==> config.mk <==
export PLATFORM = sky130hd
export DESIGN_NAME = axis_output_pipe
export DESIGN_NICKNAME = d
export VERILOG_FILES = /design/src/rtl/axis_output_pipe.sv
export SDC_FILE = /design/constraint.sdc
export NUM_CORES = 1
export LEC_CHECK = 0
export ABC_AREA = 1
export CAP_MARGIN = 20
export CELL_PAD_IN_SITES_DETAIL_PLACEMENT = 1
export CELL_PAD_IN_SITES_GLOBAL_PLACEMENT = 1
export CORE_ASPECT_RATIO = 0.7
export CORE_MARGIN = 2
export CORE_UTILIZATION = 35
export DETAILED_ROUTE_END_ITERATION = 10
export PLACE_DENSITY_LB_ADDON = 0.15
export REMOVE_ABC_BUFFERS = 1
export SLEW_MARGIN = 40
export SYNTH_ARGS = -nofsm -noshare
export SYNTH_HDL_FRONTEND = slang
export SYNTH_SLANG_ARGS = --single-unit
export TNS_END_PERCENT = 10
==> constraint.sdc <==
create_clock -name aclk -period 5.95 [get_ports aclk]
set_input_delay 0.595 -clock aclk [delete_from_list [all_inputs] [get_ports aclk]]
set_output_delay 0.595 -clock aclk [all_outputs]
set_load 0.05 [all_outputs]
==> src/rtl/axis_output_pipe.sv <==
// Serializes each wide conv-engine result beat into N narrower output-DMA beats,
// least-significant words first, with full AXI-Stream handshakes on both sides.
module axis_output_pipe #(
   parameter int UNITS       = 2,
   parameter int CORES       = 4,
   parameter int WORD_WIDTH  = 8,
   parameter int OUT_WORDS   = 4,
   parameter int TUSER_WIDTH = 3
) (
   input  logic                                  aclk,
   input  logic                                  areset,
   output logic                                  s_axis_tready,
   input  logic                                  s_axis_tvalid,
   input  logic                                  s_axis_tlast,
   input  logic [WORD_WIDTH*CORES*UNITS-1:0]     s_axis_tdata,
   input  logic [TUSER_WIDTH-1:0]                s_axis_tuser,
   input  logic                                  m_axis_tready,
   output logic                                  m_axis_tvalid,
   output logic                                  m_axis_tlast,
   output logic [WORD_WIDTH*OUT_WORDS-1:0]       m_axis_tdata,
   output logic [WORD_WIDTH*OUT_WORDS/8-1:0]     m_axis_tkeep,
   output logic [TUSER_WIDTH-1:0]                m_axis_tuser
);

   localparam int IN_WORDS = CORES * UNITS;
   localparam int N        = IN_WORDS / OUT_WORDS;
   localparam int CNT_BITS = (N > 1) ? $clog2(N) : 1;
   localparam int IN_W     = WORD_WIDTH * IN_WORDS;
   localparam int OUT_W    = WORD_WIDTH * OUT_WORDS;

   localparam logic [CNT_BITS-1:0] CNT_LAST = CNT_BITS'(N - 1);
   localparam logic [CNT_BITS-1:0] CNT_ONE  = CNT_BITS'(1);

   typedef enum logic {
      EMPTY = 1'b0,
      HOLD  = 1'b1
   } state_t;

   state_t                state;
   logic                  full;
   logic [CNT_BITS-1:0]   cnt;
   logic [IN_W-1:0]       data_reg;
   logic                  last_reg;
   logic [TUSER_WIDTH-1:0] user_reg;

   logic                  final_sub;
   logic                  m_hs;
   logic                  s_hs;

   assign full      = (state == HOLD);
   assign final_sub = (cnt == CNT_LAST);
   assign m_hs      = full && m_axis_tready;

   // Ready only looks at held state and downstream ready, never at s_axis_tvalid,
   // so the last sub-beat and the next load can share a cycle without a bubble.
   assign s_axis_tready = !areset && (!full || (final_sub && m_axis_tready));
   assign s_hs          = s_axis_tvalid && s_axis_tready;

   assign m_axis_tvalid = full;
   assign m_axis_tlast  = full && last_reg && final_sub;
   assign m_axis_tuser  = user_reg;
   assign m_axis_tkeep  = '1;

   always_comb begin
      m_axis_tdata = '0;
      for (int i = 0; i < N; i++) begin
         if (cnt == CNT_BITS'(i)) begin
            m_axis_tdata = data_reg[i*OUT_W +: OUT_W];
         end
      end
   end

   always_ff @(posedge aclk or posedge areset) begin
      if (areset) begin
         state    <= EMPTY;
         cnt      <= '0;
         data_reg <= '0;
         last_reg <= 1'b0;
         user_reg <= '0;
      end else begin
         case (state)
            EMPTY: begin
               if (s_hs) begin
                  data_reg <= s_axis_tdata;
                  last_reg <= s_axis_tlast;
                  user_reg <= s_axis_tuser;
                  cnt      <= '0;
                  state    <= HOLD;
               end
            end
            HOLD: begin
               if (m_hs) begin
                  if (!final_sub) begin
                     cnt <= cnt + CNT_ONE;
                  end else if (s_hs) begin
                     data_reg <= s_axis_tdata;
                     last_reg <= s_axis_tlast;
                     user_reg <= s_axis_tuser;
                     cnt      <= '0;
                  end else begin
                     cnt   <= '0;
                     state <= EMPTY;
                  end
               end
            end
         endcase
      end
   end

endmodule
### Yosys cells after proc, flatten, opt, wreduce, memory -nomap -nowiden

Index checks and enable logic that the tools add are counted.

* bits in registers: 70
* output and inout port bits: 42
* word-level logic and storage cells: 42

* add/subtract/negate cells: 1
* equality and inequality tests: 3
* muxes and demuxes: 21
* bitwise logic cells: 1
* reduce and logical (&&, ||, !) cells: 11

Operator list (number)
* $mux W64: 3
* $pmux W64 S2: 1
* $mux W32: 1
* $mux W1: 9
* $mux W3: 3
* $logic_and A1 B1 Y1: 6
* $pmux W1 S2: 3
* $pmux W3 S2: 1
* $ne A2 B1 Y1 const B: 2
* $reduce_and A2 Y1: 2
* $logic_not A1 Y1: 2
* $ne A2 B2 Y1 const B: 1
* $add A1 B1 Y1 const B: 1
* $logic_or A1 B1 Y1: 1
* $not A1 Y1: 1

### Depth between registers and ports, before layout

Gate-level depths: netlist (run 1).

* depth after elaboration: 8
* mapped depth: 8
* gate-level depth less buffers: 5

### Least setup slack after synthesis (run 1)

OpenSTA, ideal clock, no wires.

* kind: input -> register
* start: in areset
* end: reg data_reg[40]
* arrival time: 3255 ps
* required time: 5871 ps
* slack: 2616 ps
* stages on the path: 4
* path buffers: 1
* path through: inv_2 > clkbuf_1 > nand4_1 > nand2_1

* longest elaborated chain between the ends: 7

RTL lines
* start, declared: RTL line 11 `input logic areset,`
* $logic_not A1 Y1 (no line) (*)
* $logic_and A1 B1 Y1 (*): RTL line 56 `assign s_axis_tready = !areset && (!full || (final_sub && m_axis_tready));`
* $logic_and A1 B1 Y1 (*): RTL line 57 `assign s_hs = s_axis_tvalid && s_axis_tready;`
* $mux W64 (*)
* $mux W64 (2 in a row)
* $pmux W64 S2 (*)
* end signal, assigned: RTL line 84 `data_reg <= s_axis_tdata;`
* end signal, assigned: RTL line 96 `data_reg <= s_axis_tdata;`
* end, declared: RTL line 42 `logic [IN_W-1:0] data_reg;`

Every way passes the cells marked *; elsewhere a longest branch is shown, timed or not. The select of a mux whose other input is x is not followed.
A chain may end at the register's enable or synchronous reset.

### Worst setup path after layout (run 1)

* start: reg cnt
* end: out m_axis_tdata[20]

* longest elaborated chain between the ends: 1

RTL lines
* start, declared: RTL line 41 `logic [CNT_BITS-1:0] cnt;`
* start signal, assigned: RTL line 94 `cnt <= cnt + CNT_ONE;`
* $mux W32: RTL line 67 `if (cnt == CNT_BITS'(i)) begin`
* end, declared: RTL line 20 `output logic [WORD_WIDTH*OUT_WORDS-1:0] m_axis_tdata,`

Every way passes these cells.

==> metrics.txt, run 1 <==
Clock Latency Late Sink=0.33 ns; DRC violations left=0; average cell area after synthesis=7.827 sq um; nets=585; final setup fails=0; number of flip-flops in the largest register=64; largest net degree at the start of global routing=83; WP data required=5.36 ns; PortBufs=109; final wirelength=9848 microns; clk buf depth=2; setup bufs post-CTS=0; Register-to-Register Path Depth=7; worst hold stages=2; Placeable Area=9144 sq um; Final Max Slew Viols=0; area grow syn2layout=39.96%; Worst R2R Start=cnt$_DFFE_PP0P_; Antenna Nets Post-Route=0; Syn Inst Count=426; post-layout power=2.888 mW; drt initial violations=243; M1 GR Usage=27.72%; DP Area=4417 sq um; Placement Setup Slack=2.542 ns; Hold EP=data_reg[39]$_DFFE_PP0P_; first-pass GRT wire length=16,150 microns; max-cap violations=0; CP peak stage delay=0.81 ns; via count=3,181; Resized Gates After CTS=0; most used cell, CP=nand2_1; RSZ-0062 raised after global routing=false; number of global-route vias before repair=3,239; # fillers=1,122; n_diodes=0; antenna violations before repair=0; RD Place Congestion=0.7556; combinational power share=54.3%; Worst Hold Class=register to register; DPL Wire Length=6125 microns; GRT Total Usage=19.82%; critical path class=register to primary output; switch share=48.86%; CTS sink cnt=70; worst hold start=data_reg[39]$_DFFE_PP0P_; total grt overflow=0; met3 Use GR=7.580%; CTS tree=done; delay-heaviest family, CP=buffers and inverters; part of the Yosys area used for sequential elements=52.53%; die area=10,340 sq um; P_int=1.477 mW; width of the die=120.7 microns; design area=4667 sq um; Setup TNS=0 ns; worst setup margin=2.537 ns; Die Span Y=85.67 microns; drt pass-1 iters=4; mapped cell area=3334 sq um; peak supply drop=0.0002799 V; clock root buffer master=clkbuf_16; Slew headroom=47.48%; highest clock rate=293.0 MHz; Layout Skew=0.003555 ns; Startpoint Class=register; TritonCTS Buffers=9; GR peak layer=met2; PwrDens=618.8 nW/um^2; Buf/Inv on CP=3; total I/O pin count=114; DR vias/cell=4.963; CTS Hold Buffers Added=0; Setup crit end kind=primary output; FF-to-FF setup slack=2.63 ns; Sequential Power Share=29.7%; Worst-path clk slew=0.05 ns; WP data arrival=2.82 ns; routed length per instance=15.36 microns; proportion of layout cells with a drive suffix above 1=4.062%; row cnt=29; P_leak=2.327 nW; period utilisation layout=57.36%; Syn. warnings=0; Yosys reg bits=70; initial cell density of the core=36.47%; Worst-Margin Slew=0.7878 ns; cells along the critical path=buf_4 -> inv_2 -> nand2_1 -> nand2_1 -> clkdlybuf4s50_1; final hold vios=0; Worst R2R End=data_reg[58]$_DFFE_PP0P_; Yosys cell types=17; CP Max Fanout=33; crit path time final=3.413 ns; Clk pwr share=16.0%; H-tree level count=3; run status=finished clean; sw power=1.411 mW; Slowest cell on crit path=clkdlybuf4s50_1; met2 Use GR=29.79%
[cell usage in the layout, fill, tap and decap left out, types with 2 or more instances in the layout]
| cell | n |
|---|---|
| clkbuf_16 | 9 |
| clkinv_2 | 2 |
| nand3_1 | 3 |
| nand4_1 | 68 |
| conb_1 | 4 |
| nand2_1 | 236 |
| buf_4 | 4 |
| clkdlybuf4s50_1 | 108 |
| dfrtp_1 | 70 |
| clkbuf_1 | 4 |
[per-stage QoR]
step,utilization (%),hold slack (ns),cells
CTS,51.04,0.4710,641
detailed placement,48.30,0.4580,626
global route,51.04,0.4917,641
global placement,48.28,0.4530,626
floorplan,-,0.4417,389
finish,51.04,0.4677,641
[worst max-delay path by stage]
| stage | from | end | slack [ns] | cells past startpoint |
|---|---|---|---|---|
| 2_1_floorplan | areset | data_reg[0]$_DFFE_PP0P_ | 2.39 | 4 |
| 3_3_place_gp | m_axis_tready | last_reg$_DFFE_PP0P_ | 2.54 | 7 |
| 3_5_place_dp | m_axis_tready | data_reg[18]$_DFFE_PP0P_ | 2.54 | 7 |
| 4_1_cts | cnt$_DFFE_PP0P_ | m_axis_tdata[0] | 2.46 | 5 |
| 5_1_grt | cnt$_DFFE_PP0P_ | m_axis_tdata[3] | 2.32 | 5 |
| 6_report | cnt$_DFFE_PP0P_ | m_axis_tdata[20] | 2.54 | 5 |
[layout make-up]
class / instances / area, sq um / share of cell area, %
multi-input cells: 316 / 1378 / 29.52
repair buffers: 113 / 1116 / 23.91
inverters: 3 / 16.27 / 0.3485
well taps: 124 / 155.1 / 3.324
flip-flops and latches: 70 / 1752 / 37.53
clock buffers: 13 / 240.2 / 5.147
clock inverters: 2 / 10.01 / 0.2145
[Yosys cell counts]
library cell  count  area share (%)
a21oi_1           1            0.15
nand2_1         236              27
nand4_1          68              13
clkbuf_1         14             1.6
inv_1             2            0.23
conb_1            1            0.11
nand3_2           1            0.30
inv_2             1            0.11
nor2_1            1            0.11
buf_6             1            0.34
buf_1             3            0.34
nand2_4           1            0.34
buf_2            14             2.1
nand3_1           3            0.45
dfrtp_1          70              53
buf_4             8             1.8
nand2_2           1            0.19
[worst reg2reg max path, delay by kind of cell, from the launching register on]
family	cells	cell delay [ns]
DFF	1	0.73
and+or+nand+nor	5	1.60
buffers and inverters	2	0.87
[cells by family after synthesis]
group	after synthesis	synth area share, %
DFF	70	52.53
AOI/OAI and AO/OA	1	0.1499
other	1	0.1125
buffers and inverters	43	6.492
and+or+nand+nor	311	40.71
[power groups by stage]
stage,logic [mW],clock network (mW),registers [mW]
6_report,1.57,0.461,0.858
5_1_grt,1.70,0.495,0.891
4_1_cts,1.59,0.474,0.860
3_5_place_dp,1.59,0,0.863
3_3_place_gp,1.56,0,0.852
2_1_floorplan,0.992,0,0.877
[routing by layer]
metal | part of all wire, % | wire [microns] | vias to the layer above
li1 | - | - | 1558
met1 | 48 | 4683 | 1525
met2 | 45 | 4419 | 91
met3 | 7.2 | 706 | 7
met4 | 0.40 | 39 | 0
met5 | 0 | 0 | -
No activity file was read; power rests on OpenSTA's default activity.
==> run 2, diff against run 1 <==
--- a/config.mk
+++ b/config.mk
@@ -11,7 +11,7 @@
 export CELL_PAD_IN_SITES_GLOBAL_PLACEMENT = 1
 export CORE_ASPECT_RATIO = 0.7
 export CORE_MARGIN = 2
-export CORE_UTILIZATION = 35
+export CORE_UTILIZATION = 32
 export DETAILED_ROUTE_END_ITERATION = 10
 export PLACE_DENSITY_LB_ADDON = 0.15
 export REMOVE_ABC_BUFFERS = 1
==> constraint.sdc (replaced) <==
create_clock -name aclk -period 3.5 [get_ports aclk]
set_input_delay 0.35 -clock aclk [delete_from_list [all_inputs] [get_ports aclk]]
set_output_delay 0.35 -clock aclk [all_outputs]
set_load 0.05 [all_outputs]
==> run 2 against run 1 <==
Count of clock-buffer cells in the layout up 1. Register-to-register slack worse by 1.2 ns. Clock skew about the same. Sequential share of layout area up 0.21 points. Non-clock buffer count up 2. Wire length up 4.7%. Critical endpoint is now s_axis_tready. Sequential power up 69%. Utilization down 5.7 points. Highest routed layer unchanged. Critical path depth down 2. Global-route usage down 0.83 points. Via count up 1.4%. Combinational power up 68%.
==> metrics.txt, run 2 (synthesis results as in run 1) <==
run status=finished clean; RD Place Congestion=0.7077 (-6.3%); final setup fails=0 (unchanged); proportion of layout cells with a drive suffix above 1=10.60% (+6.5 points); Clock Latency Late Sink=0.32 ns (about the same); Worst-Margin Slew=0.8022 ns (+0.01439 ns); CP Max Fanout=17 (-48%); antenna violations before repair=0 (unchanged); Worst Hold Class=register to register; drt initial violations=224 (-7.8%); largest net degree at the start of global routing=140 (+69%); number of flip-flops in the largest register=64 (unchanged); Final Max Slew Viols=0 (unchanged); Die Span Y=89.41 microns (+4.4%); Antenna Nets Post-Route=0 (unchanged); max-cap violations=0 (unchanged); Layout Skew=0.004010 ns (+0.0004556 ns); PortBufs=109 (unchanged); routed length per instance=15.83 microns (+3.1%); initial cell density of the core=32.56% (-3.9 points); worst hold start=data_reg[50]$_DFFE_PP0P_; crit path time final=2.532 ns; worst hold stages=2 (unchanged); TritonCTS Buffers=9 (unchanged); clk buf depth=2 (unchanged); peak supply drop=0.0004646 V (+66%); area grow syn2layout=39.17%; critical path class=register to primary output; final wirelength=10,310 microns (+4.7%); commonest non-fill, non-tap cells in the layout=nand2_1, clkdlybuf4s50_1, dfrtp_1; RSZ-0062 raised after global routing=false; via count=3,225 (+1.4%); PwrDens=1058 nW/um^2 (+71%); GRT Total Usage=18.99% (-0.83 points); # fillers=1,258 (+12%); WP data required=3.15 ns (-2.21 ns); setup bufs post-CTS=0 (unchanged); final hold vios=0 (unchanged); nets=587 (+0.34%); CTS Hold Buffers Added=0 (unchanged); Resized Gates After CTS=0 (unchanged); highest clock rate=394.9 MHz; WP data arrival=2.18 ns (-0.64 ns); total I/O pin count=114 (unchanged); Hold EP=data_reg[50]$_DFFE_PP0P_; post-layout power=4.908 mW (+70%); drt pass-1 iters=4 (unchanged); total grt overflow=0 (unchanged); row cnt=31 (+6.9%); number of global-route vias before repair=3,178 (-1.9%); DRC violations left=0 (unchanged); Register-to-Register Path Depth=6 (-1); first-pass GRT wire length=16,700 microns (+3.4%); Placeable Area=10,240 sq um (+12%); die area=11,270 sq um (+9.0%); Worst R2R End=data_reg[1]$_DFFE_PP0P_; width of the die=126.0 microns (+4.4%); FF-to-FF setup slack=1.43 ns (-1.20 ns); n_diodes=0 (unchanged); DPL Wire Length=6323 microns (+3.2%); commonest non-fill, non-tap cell in the layout=nand2_1; Setup TNS=0 ns (unchanged); clock root buffer master=clkbuf_16; DP Area=4372 sq um (-1.0%); Worst-path clk slew=0.05 ns (about the same); H-tree level count=3 (unchanged); P_leak=2.393 nW (+2.8%); period utilisation layout=72.34%; Slew headroom=46.52% (-0.96 points); Setup crit end kind=primary output; CTS sink cnt=70 (unchanged); DR vias/cell=4.954 (-0.17%); CTS tree=done; Worst R2R Start=cnt$_DFFE_PP0P_; Startpoint Class=register; design area=4641 sq um (-0.56%)
==> run 2: through the flow <==
stage / utilization (%) / hold slack [ns] / cells / worst slack, ns
floorplan: - / 0.4417 / 389 / 0.1855
global placement: 42.69 / 0.4537 / 636 / 1.221
detailed placement: 42.69 / 0.4584 / 636 / 1.217
CTS: 45.32 / 0.4714 / 651 / 0.9412
global route: 45.32 / 0.4895 / 651 / 0.8308
finish: 45.32 / 0.4679 / 651 / 0.9680
==> run 2: power breakdown <==
| group | internal, mW | total (mW) | switching, mW |
|---|---|---|---|
| combinational | 0.756 | 2.63 | 1.88 |
| clock | 0.514 | 0.826 | 0.312 |
| sequential | 1.20 | 1.45 | 0.244 |
==> run 2: worst max path at each step <==
stage,start,to
2_1_floorplan,areset,data_reg[0]$_DFFE_PP0P_
4_1_cts,cnt$_DFFE_PP0P_,s_axis_tready
5_1_grt,cnt$_DFFE_PP0P_,m_axis_tdata[13]
6_report,cnt$_DFFE_PP0P_,s_axis_tready
3_5_place_dp,m_axis_tready,s_axis_tready
3_3_place_gp,m_axis_tready,s_axis_tready
==> run 2: cell type report <==
class | count | area (sq um) | share of cell area (%)
Clock buffer | 14 | 264.0 | 5.689
Timing Repair Buffer | 115 | 1064 | 22.92
Tap cell | 132 | 165.2 | 3.559
Inverter | 3 | 13.76 | 0.2966
Clock inverter | 1 | 5.005 | 0.1078
Multi-Input combinational cell | 316 | 1378 | 29.68
Sequential cell | 70 | 1752 | 37.75
==> run 2: metal layers <==
layer  track usage, %  vias to the layer above  share of wire, %
met5                0                        -                 0
met4            4.795                        0              0.51
met3            5.925                        6               6.2
met2            28.74                       96                43
met1            26.71                     1562                50
li1                 -                     1561                 -
==> run 2: critical path: stages (launching register included) <==
cell,delay [ns]
dfrtp_1,0.73
nand2_2,0.15
a21oi_1,0.16
clkdlybuf4s50_1,0.81
==> run 3, diff against run 2 <==
--- a/config.mk
+++ b/config.mk
@@ -11,7 +11,7 @@
 export CELL_PAD_IN_SITES_GLOBAL_PLACEMENT = 1
 export CORE_ASPECT_RATIO = 0.7
 export CORE_MARGIN = 2
-export CORE_UTILIZATION = 32
+export CORE_UTILIZATION = 29
 export DETAILED_ROUTE_END_ITERATION = 10
 export PLACE_DENSITY_LB_ADDON = 0.15
 export REMOVE_ABC_BUFFERS = 1
==> constraint.sdc (replaced) <==
create_clock -name aclk -period 2.2 [get_ports aclk]
set_input_delay 0.22 -clock aclk [delete_from_list [all_inputs] [get_ports aclk]]
set_output_delay 0.22 -clock aclk [all_outputs]
set_load 0.05 [all_outputs]
==> run 3 against run 2 <==
Cell count increased by 4.0%. Highest routed layer unchanged. Sequential share of layout area down 1.2 points. Register-to-register slack worse by 0.66 ns. Clock power is 61% higher. Combinational power increased by 65%.
==> metrics.txt, run 3 (synthesis results as in run 1) <==
CP Max Fanout=17 (unchanged); delay-heaviest family, CP=buffers and inverters; Placeable Area=11,090 sq um (+8.3%); proportion of layout cells with a drive suffix above 1=11.83% (+1.2 points); via count=3,232 (+0.22%); clock root buffer master=clkbuf_16; number of flip-flops in the largest register=64 (unchanged); Worst-Margin Slew=0.5018 ns (-0.3004 ns); TritonCTS Buffers=9 (unchanged); drt pass-1 iters=4 (unchanged); period utilisation layout=85.83%; DRC violations left=0 (unchanged); PwrDens=1658 nW/um^2 (+57%); Slowest cell on crit path=dfrtp_1; Clock Latency Late Sink=0.33 ns (about the same); final wirelength=10,310 microns (about the same); worst setup margin=0.3118 ns (-0.6562 ns); total I/O pin count=114 (unchanged); P_leak=2.452 nW (+2.4%); area of the multi-input gates=1378 sq um (unchanged); Buf/Inv on CP=3 (+2); total grt overflow=0 (unchanged); commonest non-fill, non-tap cells in the layout=nand2_1, clkdlybuf4s50_1, dfrtp_1; setup bufs post-CTS=0 (unchanged); Setup TNS=0 ns (unchanged); width of the die=132.2 microns (+4.9%); first-pass GRT wire length=16,940 microns (+1.4%); clk buf depth=2 (unchanged); H-tree level count=3 (unchanged); CTS tree=done; GRT Total Usage=17.49% (-1.5 points); post-layout power=7.936 mW (+62%); number of global-route vias before repair=3,313 (+4.2%); area grow syn2layout=43.56%; crit path time final=1.888 ns; critical path class=register to primary output; run status=finished clean; highest clock rate=529.6 MHz; Die Span Y=93.72 microns (+4.8%); antenna violations before repair=0 (unchanged); Slew headroom=66.44% (+20 points); Setup crit end kind=primary output; DR vias/cell=4.774 (-3.6%); largest net degree at the start of global routing=89 (-36%); drt initial violations=143 (-36%); CTS Hold Buffers Added=0 (unchanged); commonest non-fill, non-tap cell in the layout=nand2_1; final setup fails=0 (unchanged); PortBufs=109 (unchanged); final hold vios=0 (unchanged); sequential cell area=1752 sq um (unchanged); initial cell density of the core=30.07% (-2.5 points); CP peak stage delay=0.40 ns (-0.41 ns); nets=592 (+0.85%); DPL Wire Length=6715 microns (+6.2%); Antenna Nets Post-Route=0 (unchanged); RSZ-0062 raised after global routing=false; Placement Setup Slack=0.4303 ns (-0.7864 ns); WP data required=1.98 ns (-1.17 ns); cells along the critical path=inv_1 -> buf_12 -> nand2_1 -> nand2_1 -> buf_4; die area=12,390 sq um (+9.9%); Final Max Slew Viols=0 (unchanged); Layout Skew=0.003828 ns (-0.0001828 ns); CTS sink cnt=70 (unchanged); routed length per instance=15.22 microns (-3.8%); n_diodes=0 (unchanged); Worst Hold Class=input pin to asynchronous set/reset pin; # fillers=1,332 (+5.9%); WP data arrival=1.67 ns (-0.51 ns); most used cell, CP=nand2_1; RD Place Congestion=0.7308 (+3.3%); Resized Gates After CTS=0 (unchanged); peak supply drop=0.0008157 V (+76%); Startpoint Class=register; Worst-path clk slew=0.05 ns (about the same); row cnt=32 (+3.2%); max-cap violations=0 (unchanged)
[run 3: cell count changes in the layout (fill, tap and decap cells not counted)]
cell	delta
buf_12	+7
clkdlybuf4s50_1	-2
[run 3: path summary, 6_finish.rpt]
| kind | startpoint | end | slack [ns] | depth (start not counted) |
|---|---|---|---|---|
| min in group aclk | s_axis_tvalid | data_reg[32]$_DFFE_PP0P_ | 0.35 | 3 |
| max reg2reg | m_axis_tvalid$_DFF_PP0_ | data_reg[45]$_DFFE_PP0P_ | 0.77 | 5 |
| min | areset | cnt$_DFFE_PP0P_ | 0.15 | 2 |
| max in group asynchronous | areset | data_reg[43]$_DFFE_PP0P_ | 1.46 | 3 |
| min reg2reg | data_reg[55]$_DFFE_PP0P_ | data_reg[55]$_DFFE_PP0P_ | 0.47 | 2 |
| max | cnt$_DFFE_PP0P_ | m_axis_tdata[31] | 0.31 | 5 |
[run 3: metrics by stage]
stage / cell area, sq um / hold slack (ns) / util [%] / std cells
floorplan: 3141 / 0.3648 / - / 389
global placement: 4518 / 0.4532 / 40.74 / 662
detailed placement: 4518 / 0.4584 / 40.74 / 662
CTS: 4787 / 0.1422 / 43.16 / 677
global route: 4787 / 0.1659 / 43.16 / 677
finish: 4787 / 0.1505 / 43.16 / 677
[run 3: area by class of cell]
cell class	count	share of cell area, %
Multi-Input combinational cell	316	28.78
Clock inverter	1	0.1045
Tap cell	153	3.999
Clock buffer	14	5.515
Timing Repair Buffer	120	24.73
Inverter	3	0.2875
Sequential cell	70	36.59
[run 3: worst register-to-register path, delay by kind of cell, from the launching register on]
family | cells | cell delay, ns
flip-flops | 1 | 0.46
buffers and inverters | 1 | 0.22
AND/OR/NAND/NOR | 4 | 0.65
[run 3: per-layer routing]
layer / global-route usage (%) / up-vias / routed length [microns]
li1: - / 1573 / -
met1: 25.61 / 1561 / 5353
met2: 25.35 / 87 / 4301
met3: 4.854 / 11 / 543
met4: 4.438 / 0 / 109
met5: 0 / - / 0
[run 3: where the power goes]
group	switching (mW)	internal, mW
combinational	3.03	1.30
clock	0.512	0.818
sequential	0.356	1.92
